File: src/rtl/mdu_iter.sv
// mdu_iter: iterative multiply/divide unit with HI/LO result registers.
// One accumulator is shared by the radix-2 shift-add multiplier and the
// restoring divider. Issue uses a start/busy/done handshake, one iteration
// per cycle followed by a single sign-fix cycle.
// Optional feature: define MDU_CANCEL_EN to add the cancel abort input.
module mdu_iter #(
  parameter int WIDTH = 32
) (
  input  logic             clk,
  input  logic             reset,
  input  logic             start,
  input  logic [2:0]       op,
  input  logic [WIDTH-1:0] a,
  input  logic [WIDTH-1:0] b,
`ifdef MDU_CANCEL_EN
  input  logic             cancel,
`endif
  output logic             busy,
  output logic             done,
  output logic [WIDTH-1:0] hi,
  output logic [WIDTH-1:0] lo
);

  localparam int CW = $clog2(WIDTH + 1);
  localparam logic [CW-1:0] CNT_INIT = CW'(WIDTH);
  localparam logic [CW-1:0] CNT_ONE  = CW'(1);

  typedef enum logic [1:0] {
    S_IDLE = 2'd0,
    S_RUN  = 2'd1,
    S_FIX  = 2'd2
  } state_t;

  state_t               state_q, state_d;
  logic [CW-1:0]        cnt_q, cnt_d;
  logic [2*WIDTH-1:0]   acc_q, acc_d;
  logic [WIDTH-1:0]     opnd_q, opnd_d;
  logic [WIDTH-1:0]     a_raw_q, a_raw_d;
  logic                 is_div_q, is_div_d;
  logic                 is_sgn_q, is_sgn_d;
  logic                 sa_q, sa_d;
  logic                 sb_q, sb_d;
  logic [WIDTH-1:0]     hi_q, hi_d;
  logic [WIDTH-1:0]     lo_q, lo_d;
  logic                 done_q, done_d;

  logic                 cancel_i;
  logic                 a_neg, b_neg;
  logic [WIDTH-1:0]     a_mag, b_mag;
  logic [WIDTH-1:0]     mul_add;
  logic [WIDTH:0]       mul_sum;
  logic [2*WIDTH-1:0]   mul_next;
  logic [WIDTH:0]       rem_sh;
  logic                 div_ge;
  logic [WIDTH-1:0]     rem_sub;
  logic [2*WIDTH-1:0]   div_next;
  logic [2*WIDTH-1:0]   prod_fix;
  logic [WIDTH-1:0]     quot_fix, rem_fix;
  logic [WIDTH-1:0]     fix_hi, fix_lo;

`ifdef MDU_CANCEL_EN
  assign cancel_i = cancel;
`else
  assign cancel_i = 1'b0;
`endif

  // Operand magnitudes at issue: signed ops (odd op codes) strip the sign.
  always_comb begin
    a_neg = op[0] & a[WIDTH-1];
    b_neg = op[0] & b[WIDTH-1];
    a_mag = a_neg ? -a : a;
    b_mag = b_neg ? -b : b;
  end

  // One iteration of each algorithm; the selected one is committed in RUN.
  always_comb begin
    mul_add  = acc_q[0] ? opnd_q : '0;
    mul_sum  = {1'b0, acc_q[2*WIDTH-1:WIDTH]} + {1'b0, mul_add};
    mul_next = {mul_sum, acc_q[WIDTH-1:1]};
    rem_sh   = {acc_q[2*WIDTH-1:WIDTH], acc_q[WIDTH-1]};
    div_ge   = (rem_sh >= {1'b0, opnd_q});
    rem_sub  = rem_sh[WIDTH-1:0] - opnd_q;
    div_next = {(div_ge ? rem_sub : rem_sh[WIDTH-1:0]), acc_q[WIDTH-2:0], div_ge};
  end

  // Sign correction and the divide-by-zero result chosen for the FIX cycle.
  always_comb begin
    prod_fix = (is_sgn_q & (sa_q ^ sb_q)) ? -acc_q : acc_q;
    quot_fix = (is_sgn_q & (sa_q ^ sb_q)) ? -acc_q[WIDTH-1:0] : acc_q[WIDTH-1:0];
    rem_fix  = (is_sgn_q & sa_q) ? -acc_q[2*WIDTH-1:WIDTH] : acc_q[2*WIDTH-1:WIDTH];
    if (!is_div_q) begin
      fix_hi = prod_fix[2*WIDTH-1:WIDTH];
      fix_lo = prod_fix[WIDTH-1:0];
    end else if (opnd_q == '0) begin
      fix_hi = a_raw_q;
      fix_lo = '1;
    end else begin
      fix_hi = rem_fix;
      fix_lo = quot_fix;
    end
  end

  // Next-state and datapath control: issue, iterate, fix up, abort.
  always_comb begin
    state_d  = state_q;
    cnt_d    = cnt_q;
    acc_d    = acc_q;
    opnd_d   = opnd_q;
    a_raw_d  = a_raw_q;
    is_div_d = is_div_q;
    is_sgn_d = is_sgn_q;
    sa_d     = sa_q;
    sb_d     = sb_q;
    hi_d     = hi_q;
    lo_d     = lo_q;
    done_d   = 1'b0;
    case (state_q)
      S_IDLE: begin
        if (cancel_i) begin
          state_d = S_IDLE;
        end else if (start) begin
          case (op)
            3'd0, 3'd1, 3'd2, 3'd3: begin
              state_d  = S_RUN;
              cnt_d    = CNT_INIT;
              is_div_d = op[1];
              is_sgn_d = op[0];
              sa_d     = a_neg;
              sb_d     = b_neg;
              a_raw_d  = a;
              if (op[1]) begin
                acc_d  = {{WIDTH{1'b0}}, a_mag};
                opnd_d = b_mag;
              end else begin
                acc_d  = {{WIDTH{1'b0}}, b_mag};
                opnd_d = a_mag;
              end
            end
            3'd4:    hi_d = a;
            3'd5:    lo_d = a;
            default: state_d = S_IDLE;
          endcase
        end
      end
      S_RUN: begin
        if (cancel_i) begin
          state_d = S_IDLE;
        end else begin
          acc_d = is_div_q ? div_next : mul_next;
          cnt_d = cnt_q - 1'b1;
          if (cnt_q == CNT_ONE) begin
            state_d = S_FIX;
          end
        end
      end
      S_FIX: begin
        state_d = S_IDLE;
        if (!cancel_i) begin
          hi_d   = fix_hi;
          lo_d   = fix_lo;
          done_d = 1'b1;
        end
      end
      default: state_d = S_IDLE;
    endcase
  end

  // State, accumulator and result registers; active-low asynchronous clear.
  always_ff @(posedge clk or negedge reset) begin
    if (!reset) begin
      state_q  <= S_IDLE;
      cnt_q    <= '0;
      acc_q    <= '0;
      opnd_q   <= '0;
      a_raw_q  <= '0;
      is_div_q <= 1'b0;
      is_sgn_q <= 1'b0;
      sa_q     <= 1'b0;
      sb_q     <= 1'b0;
      hi_q     <= '0;
      lo_q     <= '0;
      done_q   <= 1'b0;
    end else begin
      state_q  <= state_d;
      cnt_q    <= cnt_d;
      acc_q    <= acc_d;
      opnd_q   <= opnd_d;
      a_raw_q  <= a_raw_d;
      is_div_q <= is_div_d;
      is_sgn_q <= is_sgn_d;
      sa_q     <= sa_d;
      sb_q     <= sb_d;
      hi_q     <= hi_d;
      lo_q     <= lo_d;
      done_q   <= done_d;
    end
  end

  assign busy = (state_q != S_IDLE);
  assign done = done_q;
  assign hi   = hi_q;
  assign lo   = lo_q;

endmodule

File: config.mk
export PLATFORM = sky130hd
export DESIGN_NAME = mdu_iter
export DESIGN_NICKNAME = d
export VERILOG_FILES = /design/src/rtl/mdu_iter.sv
export SDC_FILE = /design/constraint.sdc
export NUM_CORES = 1
export LEC_CHECK = 0
export ABC_AREA = 0
export ABC_CLOCK_PERIOD_IN_PS = 4840
export CAP_MARGIN = 25
export CELL_PAD_IN_SITES_DETAIL_PLACEMENT = 0
export CELL_PAD_IN_SITES_GLOBAL_PLACEMENT = 1
export CORE_MARGIN = 4
export CORE_UTILIZATION = 45
export CTS_BUF_LIST = sky130_fd_sc_hd__clkbuf_8
export DETAILED_ROUTE_END_ITERATION = 12
export PLACE_DENSITY = 0.95
export REMOVE_ABC_BUFFERS = 1
export SLEW_MARGIN = 10
export SYNTH_ARGS = -nofsm -noshare
export SYNTH_HDL_FRONTEND = slang
export SYNTH_SLANG_ARGS = --single-unit
File: constraint.sdc
create_clock -name clk -period 4.84 [get_ports clk]
set_input_delay 0.968 -clock clk [delete_from_list [all_inputs] [get_ports clk]]
set_output_delay 0.968 -clock clk [all_outputs]
set_load 0.05 [all_outputs]
# Yosys cells after proc, flatten, opt, wreduce, memory -nomap -nowiden
# Cells that the tools add are included.
[totals]
mem_bits_rw = 0
word_cells = 84
mem_count = 0
mem_bits_ro = 0
latch_bits = 0
register_bits = 205
[classes]
n_div = 0
eq_ne = 14
n_reduce_logical = 13
n_shift = 0
order_cmp = 1
bitwise = 5
muxes = 31
multipliers = 0
add_sub_neg = 8
[ops]
columns = ["operator", "count"]
rows = [
  ["$mux W32", 16],
  ["$mux W64", 4],
  ["$neg A32 Y32", 4],
  ["$pmux W32 S2", 2],
  ["$pmux W64 S2", 1],
  ["$neg A64 Y64", 1],
  ["$add A32 B32 Y33", 1],
  ["$ge A33 B32 Y1", 1],
  ["$logic_not A32 Y1", 1],
  ["$sub A32 B32 Y32", 1],
  ["$reduce_and A3 Y1", 5],
  ["$mux W6", 2],
  ["$pmux W6 S2", 1],
  ["$pmux W2 S2", 2],
  ["$eq A3 B2 Y1 const B", 2],
  ["$eq A3 B3 Y1 const B", 2],
  ["$eq A6 B1 Y1 const B", 1],
  ["$ne A2 B1 Y1 const B", 3],
  ["$ne A2 B2 Y1 const B", 3],
  ["$reduce_bool A2 Y1", 3],
  ["$sub A6 B1 Y6 const B", 1],
  ["$and A1 B1 Y1", 4],
  ["$mux W2", 2],
  ["$reduce_or A4 Y1", 1],
  ["other kinds (8)", 8],
]

# Longest topological paths before layout
# Gate-level depths: netlist of the first run.
[depth]
depth_word = 6
mapped_depth = 14

# Least setup slack after synthesis of the first run
# Ideal clock, no wire load.
[synth_timing]
kind = "reg2reg"
from = "reg acc_q[0]"
to = "reg acc_q[60]"
setup_time_ns = 0.126
t_required_ns = 4.714
n_path_buf = 2
setup_slack_ns = 1.337
period_less_slack_ns = 3.503
arrival_time_ns = 3.377
stages_incl_launch_ff = 15
cell_sequence = "dfrtp_1 -> inv_1 -> clkbuf_1 -> nor2_1 -> ha_1 -> clkbuf_1 -> nand2_1 -> or3_1 -> a31oi_1 -> o31ai_1 -> o22a_1 -> o31ai_1 -> a41oi_1 -> xnor2_1 -> a221o_1"
[synth_between]
elab_chain_len = 4
[synth_lines]
columns = ["item", "line_no", "rtl"]
rows = [
  ["from (decl)", "36", "logic [2*WIDTH-1:0] acc_q, acc_d;"],
  ["from (signal assigned)", "173", "acc_q <= '0;"],
  ["from (signal assigned)", "186", "acc_q <= acc_d;"],
  ["$mux W32", "77", "mul_add = acc_q[0] ? opnd_q : '0;"],
  ["$add A32 B32 Y33", "78", "mul_sum = {1'b0, acc_q[2*WIDTH-1:WIDTH]} + {1'b0, mul_add};"],
  ["$mux W64", "149", "acc_d = is_div_q ? div_next : mul_next;"],
  ["$pmux W64 S2", "117", "case (state_q)"],
]
# Every way passes these cells.
# A chain may end at the register's enable or synchronous reset.

# Worst setup path after layout of the first run
[layout_timing]
from = "reg acc_q[17]"
to = "reg hi_q[25], in the netlist hi[25]"
[layout_between]
elab_chain_len = 4
[layout_lines]
columns = ["item", "line_no", "rtl"]
rows = [
  ["$neg A64 Y64", "88", "prod_fix = (is_sgn_q & (sa_q ^ sb_q)) ? -acc_q : acc_q;"],
  ["$mux W64", "88", ""],
  ["$mux W32", "91", "if (!is_div_q) begin"],
  ["$pmux W32 S2", "117", ""],
  ["to (signal assigned)", "193", "hi_q <= hi_d;"],
  ["to (decl)", "43", "logic [WIDTH-1:0] hi_q, hi_d;"],
]
# Every way passes these cells.

==> impl_summary.txt, run 1 <==
----------------------------------------------------
[STA]
  Count of endpoints failing hold in the final timing report ... 0
  Final setup viols ... 0
  Unrepaired setup endpoints after global routing ... no
  Time the final worst path needs with I/O delays and setup ... 3.94 ns
  Share of the cycle needed by the critical path after routing ... 0.814
  Max Freq ... 254 MHz
  Worst slew slack as a fraction of its limit ... 0.246
  Number of slew-limit violations in the final report ... 0
  Setup clock skew after layout ... 0.0318 ns
  Min Hold Slack ... 0.435 ns
  Least-Margin Pin Slew ... 1.13 ns
  Setup Total Neg Slack ... 0 ns

[Route]
  Via density ... 6.22
  Initial DRC Count ... 1,937
  WL final ... 62,800 um
  Detail-routed net length per standard cell ... 22.0 um
  Antenna viol nets, final ... 0
  Total number of vias ... 17,800
  Count of TritonRoute iterations in the first routing pass ... 6
  DRC violations left ... 0

[Power and ir drop]
  Portion of total power attributed to sequential cells ... 0.236
  Design internal power ... 7380 uW
  Proportion of power drawn by combinational gates ... 0.651
  Power consumption ... 15,600 uW
  Clock group share of total power ... 0.113
  Largest vdd supply drop ... 0.000424 V
  Switching power total ... 8200 uW
  Power per Cell Area ... 791 nW/um2
  Leakage power total ... 0.00840 uW
  Sw frac ... 0.527

[Floorplanning]
  Count of boundary I/O pins ... 136
  Horizontal extent of the die ... 203 um
  Effective utilization at floorplan ... 0.456
  Placement row count ... 71
  Core Box Area ... 37,700 um2
  Die Ht ... 203 um
  Area of the die ... 41,300 um2

[Critical path]
  Startpoint-to-endpoint class of the critical path ... register to register
  Highest fanout seen on the critical path ... 7
  Worst r2r path cells ... 9
  WP data arrival ... 4.37 ns
  Critical path data required time ... 5.27 ns
  Setup slack of the most critical reg-to-reg path ... 0.90 ns
  Critical path destination ... hi[25]
  RR Endpoint ... hi[25]
  Crit-path slowest cell ... sky130_fd_sc_hd__and4b_1
  Delay contributed by the slowest stage of the critical path ... 0.61 ns
  Worst path cell trace ... or3_1, nor3_1, and4b_1, and2_1, nand3_1, o41ai_1, xnor2_1, o21ai_0, a211oi_1
  Kind of start point of the critical path ... register
  Startpoint of the lowest-slack register-to-register path ... acc_q[17]
  Crit end category ... register
  First element of the critical path ... acc_q[17]

[Global routing]
  Global-route wire length before repair ... 96,500 um
  All-Layer GR Usage ... 0.292
  GRT overflow ... 0
  Number of antenna violations at the first check in global routing ... 0
  Maximum number of pins on one net before global-route repair ... 113
  Vias in the first global route ... 16,800

[Synthesis]
  Synth async-reset ratio ... 1.00
  Portion of the post-synthesis area used by sequential elements ... 0.299
  Per-instance average area after synthesis ... 7.58 um2
  Count of flip-flops with a built-in enable after synthesis ... 0
  Most frequently used flop master after synthesis ... sky130_fd_sc_hd__dfrtp_1
  Synth warn ... 0
  Flops & latches, synth ... 205
  Cell area after technology mapping ... 17,200 um2
  Yosys cell types ... 78
  Synthesized netlist cell count ... 2,263

[Finish]
  Fraction of layout instances using a drive strength above 1 ... 0.0661
  Final instance count without filler cells ... 2,856
  Area Growth Syn to Fin ... 14.8%
  Number of fill cells in the layout ... 3,684
  Total number of nets in the final design ... 2,459
  Multi-input gate area in the final layout ... 11,200 um2
  Fin util ... 0.523
  Register cell area after layout ... 5130 um2

[CTS]
  Post-CTS Setup Repair Bufs ... 0
  Post-CTS clock slew at the launch and capture registers of the worst setup and hold paths ... 0.06 ns
  Insertion delay to the later sink of the worst-skew pair ... 0.59 ns
  Clock tree from TritonCTS ... done
  Clock root buffer master ... sky130_fd_sc_hd__clkbuf_8
  CTS sink cnt ... 205
  Maximum count of clock buffers along a single path ... 3
  Number of buffers inserted by hold repair at cts ... 0
  Total CTS buffers ... 38
  CTS H-tree depth ... 2
  Post-cts repair resize count ... 0

[Outcome]
  Outcome ... complete, no violations

[Worst hold path]
  Classification of the worst-slack hold path ... input port to async pin

[Placed design]
  Detailed-placement wirelength estimate ... 46,600 um
  Post-placement cell count ... 2,786
  RePlAce Congestion ... 0.989
  Number of buffers added on ports ... 135

[Job]
  Number of maximum-capacitance violations ... 0

----------------------------------------------------
worst min-delay path by stage:
stage / from / to
global placement: a_raw_q[30] / a_raw_q[30]
floorplan: a_raw_q[24] / a_raw_q[24]
global route: a_raw_q[28] / a_raw_q[28]
detailed placement: a_raw_q[3] / a_raw_q[3]
CTS: reset / a_raw_q[6]
finish: reset / a_raw_q[6]
power by group through the flow:
stage	Combinational [uW]	Sequential [uW]	Clock, uW
2_1_floorplan	6210	4260	0
3_3_place_gp	9790	3640	0
3_5_place_dp	9930	3670	0
4_1_cts	9980	3650	1780
5_1_grt	11000	3770	1870
6_report	10100	3680	1760
layer usage:
metal / part of all wire / vias up / GRT usage
met5: 0 / - / 0
met4: 0.038 / 0 / 0.101
met3: 0.087 / 153 / 0.0517
met2: 0.44 / 874 / 0.453
met1: 0.43 / 8524 / 0.412
li1: - / 8219 / -
cells in the final DEF, fill, tap and decap left out, types with 9 or more instances in the layout:
| cell type | instances |
|---|---|
| sky130_fd_sc_hd__o211ai_1 | 22 |
| sky130_fd_sc_hd__o21ai_0 | 220 |
| sky130_fd_sc_hd__o31ai_1 | 24 |
| sky130_fd_sc_hd__mux2_2 | 14 |
| sky130_fd_sc_hd__nand2_1 | 310 |
| sky130_fd_sc_hd__clkdlybuf4s50_1 | 133 |
| sky130_fd_sc_hd__and2_1 | 14 |
| sky130_fd_sc_hd__xor2_1 | 81 |
| sky130_fd_sc_hd__a31oi_1 | 30 |
| sky130_fd_sc_hd__inv_1 | 79 |
| sky130_fd_sc_hd__nand4_1 | 28 |
| sky130_fd_sc_hd__a221oi_1 | 17 |
| sky130_fd_sc_hd__a22oi_1 | 15 |
| sky130_fd_sc_hd__and3_1 | 9 |
| sky130_fd_sc_hd__ha_1 | 70 |
| sky130_fd_sc_hd__a21oi_1 | 202 |
| sky130_fd_sc_hd__clkbuf_8 | 45 |
| sky130_fd_sc_hd__nand2b_1 | 9 |
| sky130_fd_sc_hd__nor2_1 | 218 |
| sky130_fd_sc_hd__nor4_1 | 32 |
| sky130_fd_sc_hd__or3_1 | 23 |
| sky130_fd_sc_hd__nor3_1 | 50 |
| sky130_fd_sc_hd__a21o_1 | 30 |
| sky130_fd_sc_hd__dfrtp_1 | 204 |
| sky130_fd_sc_hd__buf_4 | 46 |
| sky130_fd_sc_hd__nand3_1 | 32 |
| sky130_fd_sc_hd__xnor2_1 | 113 |
| sky130_fd_sc_hd__o22ai_1 | 44 |
| sky130_fd_sc_hd__mux2i_1 | 45 |
| sky130_fd_sc_hd__a211oi_1 | 19 |
| sky130_fd_sc_hd__o221ai_1 | 9 |
cells in the mapped netlist (12+ instances only):
| master | number | area (um2) |
|---|---|---|
| sky130_fd_sc_hd__o31ai_1 | 24 | 180 |
| sky130_fd_sc_hd__a22oi_1 | 15 | 113 |
| sky130_fd_sc_hd__nand2_1 | 311 | 1170 |
| sky130_fd_sc_hd__o211ai_1 | 22 | 165 |
| sky130_fd_sc_hd__clkbuf_1 | 152 | 571 |
| sky130_fd_sc_hd__xor2_1 | 81 | 709 |
| sky130_fd_sc_hd__xnor2_1 | 113 | 990 |
| sky130_fd_sc_hd__nor4_1 | 32 | 200 |
| sky130_fd_sc_hd__a221oi_1 | 17 | 149 |
| sky130_fd_sc_hd__mux2_2 | 14 | 158 |
| sky130_fd_sc_hd__dfrtp_1 | 205 | 5130 |
| sky130_fd_sc_hd__nand3_1 | 32 | 160 |
| sky130_fd_sc_hd__a211oi_1 | 19 | 143 |
| sky130_fd_sc_hd__nor2_1 | 221 | 830 |
| sky130_fd_sc_hd__inv_1 | 68 | 255 |
| sky130_fd_sc_hd__a21oi_1 | 202 | 1010 |
| sky130_fd_sc_hd__buf_1 | 12 | 45.0 |
| sky130_fd_sc_hd__nor3_1 | 50 | 250 |
| sky130_fd_sc_hd__ha_1 | 70 | 876 |
| sky130_fd_sc_hd__o22ai_1 | 44 | 275 |
| sky130_fd_sc_hd__and2_1 | 14 | 87.6 |
| sky130_fd_sc_hd__a21o_1 | 30 | 225 |
| sky130_fd_sc_hd__nand4_1 | 28 | 175 |
| sky130_fd_sc_hd__o21ai_0 | 221 | 1110 |
| sky130_fd_sc_hd__a31oi_1 | 30 | 188 |
| sky130_fd_sc_hd__mux2i_1 | 45 | 450 |
| sky130_fd_sc_hd__or3_1 | 23 | 144 |
worst max-delay path: cells and delay by family (launching register included):
kind	cells	cell delay [ns]
compound gates	3	0.99
xor+xnor	1	0.11
flops	1	0.44
simple gates	5	2.23
sequential cells by signal, indices dropped and copies added (netlist names):
register / flops
done: 1
lo: 32
opnd_q: 32
hi: 32
acc_q: 64
sb_q: 1
a_raw_q: 32
is_sgn_q: 1
sa_q: 1
is_div_q: 1
state_q: 2
cnt_q: 6
per-stage QoR:
step                area, um2  setup slack, ns
floorplan               16500            0.242
global placement        18900            0.868
detailed placement      18900            0.689
CTS                     19700            0.927
global route            19700            0.621
finish                  19700            0.900
cell type report:
| type | count | area share |
|---|---|---|
| diodes | 1 | 0.000127 |
| flip-flops and latches | 205 | 0.260 |
| clock inverters | 22 | 0.00781 |
| repair buffers | 184 | 0.0884 |
| inverters | 68 | 0.0130 |
| multi-input cells | 1820 | 0.566 |
| well taps | 511 | 0.0325 |
| clock buffers | 45 | 0.0314 |
cell families (layout without fill, tap and decap cells):
family	count (synthesis)	after routing	share of synthesized area
buf+inv	238	319	0.0526
xor+xnor	194	194	0.0990
other cells	0	1	0
compound gates	716	716	0.254
simple gates	779	779	0.207
flops	205	205	0.299
fa+ha+maj	72	72	0.0534
mux	59	59	0.0354
Note: power is estimated with default switching activity, not from simulation.
==> run 2: changes to the inputs <==
Settings changed: ABC_CLOCK_PERIOD_IN_PS 4840 to 3800.
Clock period 4.84 ns to 3.8 ns, I/O delays scaled along.
==> impl_summary.txt, run 2 (synthesis gave the netlist of run 1 again) <==
----------------------------------------------------
[Critical path]
  Worst path cell trace ... inv_1, ha_1, nor4b_1, nand3_1, nor4_2, buf_4, and3_1, nor2_1, xnor2_1, nand2_1, o21ai_0, a221oi_1
  Setup slack of the most critical reg-to-reg path ... 0.28 ns (-0.62 ns)
  Highest fanout seen on the critical path ... 7 (unchanged)
  Worst path top cell family by delay ... simple AND/OR/NAND/NOR gates
  Crit-path slowest cell ... sky130_fd_sc_hd__nor4_2
  Startpoint-to-endpoint class of the critical path ... register to register
  Critical path data required time ... 4.26 ns (-1.01 ns)
  Kind of start point of the critical path ... register
  Number of buffer and inverter instances along the worst setup path ... 2 (+2)
  Crit end category ... register
  WP data arrival ... 3.98 ns (-0.39 ns)
  Delay contributed by the slowest stage of the critical path ... 0.52 ns (-0.09 ns)

[STA]
  Time the final worst path needs with I/O delays and setup ... 3.52 ns (-0.419 ns)
  Count of endpoints failing hold in the final timing report ... 0 (unchanged)
  Final setup viols ... 0 (unchanged)
  Least-Margin Pin Slew ... 0.911 ns (-0.220 ns)
  Setup clock skew after layout ... 0.0377 ns (+0.00590 ns)
  Worst slew slack as a fraction of its limit ... 0.390 (+0.145)
  Final worst slack ... 0.279 ns (-0.621 ns)
  Share of the cycle needed by the critical path after routing ... 0.927 (+0.113)
  Number of slew-limit violations in the final report ... 0 (unchanged)
  Max Freq ... 284 MHz (+12%)
  Unrepaired setup endpoints after global routing ... no

[CTS]
  Maximum count of clock buffers along a single path ... 3 (unchanged)
  Total CTS buffers ... 37 (-2.6%)
  CTS sink cnt ... 205 (unchanged)
  Post-CTS Setup Repair Bufs ... 0 (unchanged)
  CTS H-tree depth ... 2 (unchanged)
  Post-cts repair resize count ... 0 (unchanged)
  Number of buffers inserted by hold repair at cts ... 0 (unchanged)
  Clock tree from TritonCTS ... done
  Clock root buffer master ... sky130_fd_sc_hd__clkbuf_8
  Insertion delay to the later sink of the worst-skew pair ... 0.59 ns (about the same)
  Post-CTS clock slew at the launch and capture registers of the worst setup and hold paths ... 0.07 ns (about the same)

[Global routing]
  Vias in the first global route ... 17,700 (+5.7%)
  All-Layer GR Usage ... 0.299 (+0.00670)
  Maximum number of pins on one net before global-route repair ... 81 (-28%)
  Global-route wire length before repair ... 99,400 um (+3.0%)
  Number of antenna violations at the first check in global routing ... 0 (unchanged)
  GRT overflow ... 0 (unchanged)

[Finish]
  Flip-flop count of the largest register, all copies and words added ... 64 (unchanged)
  Commonest cells after routing, fill and taps aside ... 310 x sky130_fd_sc_hd__nand2_1, 220 x sky130_fd_sc_hd__o21ai_0, 218 x sky130_fd_sc_hd__nor2_1
  Most common library cell in the layout ignoring fill and taps ... sky130_fd_sc_hd__nand2_1
  Register name with the most flops ... acc_q
  Area Growth Syn to Fin ... 19.3%
  Total number of nets in the final design ... 2,553 (+3.8%)
  Fraction of layout instances using a drive strength above 1 ... 0.104 (+0.0383)
  Number of antenna diodes ... 0 (-1)
  Final instance count without filler cells ... 2,944 (+3.1%)
  Cell area after layout ... 20,500 um2 (+4.0%)

[Route]
  Count of TritonRoute iterations in the first routing pass ... 6 (unchanged)
  DRC violations left ... 0 (unchanged)
  Via density ... 6.22 (about the same)
  Detail-routed net length per standard cell ... 21.8 um (-1.0%)
  Antenna viol nets, final ... 0 (unchanged)
  Initial DRC Count ... 2,351 (+21%)
  WL final ... 64,000 um (+2.0%)
  Total number of vias ... 18,300 (+3.1%)

[Floorplanning]
  Die Ht ... 203 um (unchanged)
  Area of the die ... 41,300 um2 (unchanged)
  Count of boundary I/O pins ... 136 (unchanged)
  Effective utilization at floorplan ... 0.456 (unchanged)
  Horizontal extent of the die ... 203 um (unchanged)
  Placement row count ... 71 (unchanged)
  Core Box Area ... 37,700 um2 (unchanged)

[Job]
  Number of maximum-capacitance violations ... 0 (unchanged)

[Power and ir drop]
  Largest vdd supply drop ... 0.000629 V (+48%)
  Power consumption ... 20,500 uW (+32%)
  Leakage power total ... 0.00887 uW (+5.5%)
  Power per Cell Area ... 1000 nW/um2 (+26%)

[Placed design]
  Number of buffers added on ports ... 135 (unchanged)
  Detailed-placement wirelength estimate ... 48,600 um (+4.2%)
  Post-placement cell count ... 2,883 (+3.5%)
  Cell area reported after detailed placement ... 19,700 um2 (+4.2%)
  RePlAce Congestion ... 1.05 (+6.2%)
  Worst slack at placement ... 0.0842 ns (-0.605 ns)

[Worst hold path]
  Classification of the worst-slack hold path ... input port to async pin

[Outcome]
  Outcome ... complete, no violations

----------------------------------------------------
-- run 2: cell type report --
cell class	instances	area (um2)
Tap cell	511	639
Multi-Input combinational cell	1820	11200
Fill cell	3593	17200
Inverter	68	255
Clock buffer	51	702
Sequential cell	205	5130
Clock inverter	10	85.1
Timing Repair Buffer	279	2510
-- run 2: stage by stage --
step | hold WS [ns] | util | TNS [ns]
2_1_floorplan | 0.440 | - | -29.50
4_1_cts | 0.212 | 0.544 | 0
3_5_place_dp | 0.463 | 0.523 | 0
6_report | 0.195 | 0.544 | 0
3_3_place_gp | 0.459 | 0.522 | 0
5_1_grt | 0.226 | 0.544 | 0
-- run 2: final timing paths --
check / start / to / depth (start not counted)
setup / recovery: acc_q[32] / hi[24] / 12
hold / removal: reset / acc_q[40] / 1
setup reg to reg: acc_q[32] / hi[24] / 12
hold reg to reg: lo[4] / lo[4] / 2
max in group asynchronous: reset / lo[13] / 2
min in group clk: lo[4] / lo[4] / 2
-- run 2: layer usage --
metal	vias up	track usage	wire length [um]
met4	0	0.130	3360
met2	992	0.455	27800
met1	8745	0.414	26500
met3	201	0.0588	6360
met5	-	0	0
li1	8385	-	-
-- run 2: worst reg2reg max path: stages (launching register included) --
cell	delay, ns
sky130_fd_sc_hd__dfrtp_1	0.48
sky130_fd_sc_hd__inv_1	0.22
sky130_fd_sc_hd__ha_1	0.28
sky130_fd_sc_hd__nor4b_1	0.43
sky130_fd_sc_hd__nand3_1	0.21
sky130_fd_sc_hd__nor4_2	0.52
sky130_fd_sc_hd__buf_4	0.24
sky130_fd_sc_hd__and3_1	0.24
sky130_fd_sc_hd__nor2_1	0.08
sky130_fd_sc_hd__xnor2_1	0.18
sky130_fd_sc_hd__nand2_1	0.06
sky130_fd_sc_hd__o21ai_0	0.08
sky130_fd_sc_hd__a221oi_1	0.37
-- run 2: report_power, final --
part / switching, uW / internal [uW] / total (uW)
Combinational: 8360 / 5350 / 13700
Clock: 1030 / 1260 / 2300
Sequential: 1220 / 3270 / 4490
==> run 3: changes to the inputs <==
Settings changed: CTS_CLUSTER_SIZE from default to 25.
==> results of run 3 <==
Same layout as run 2: the final DEF is identical, and so are final timing and power.
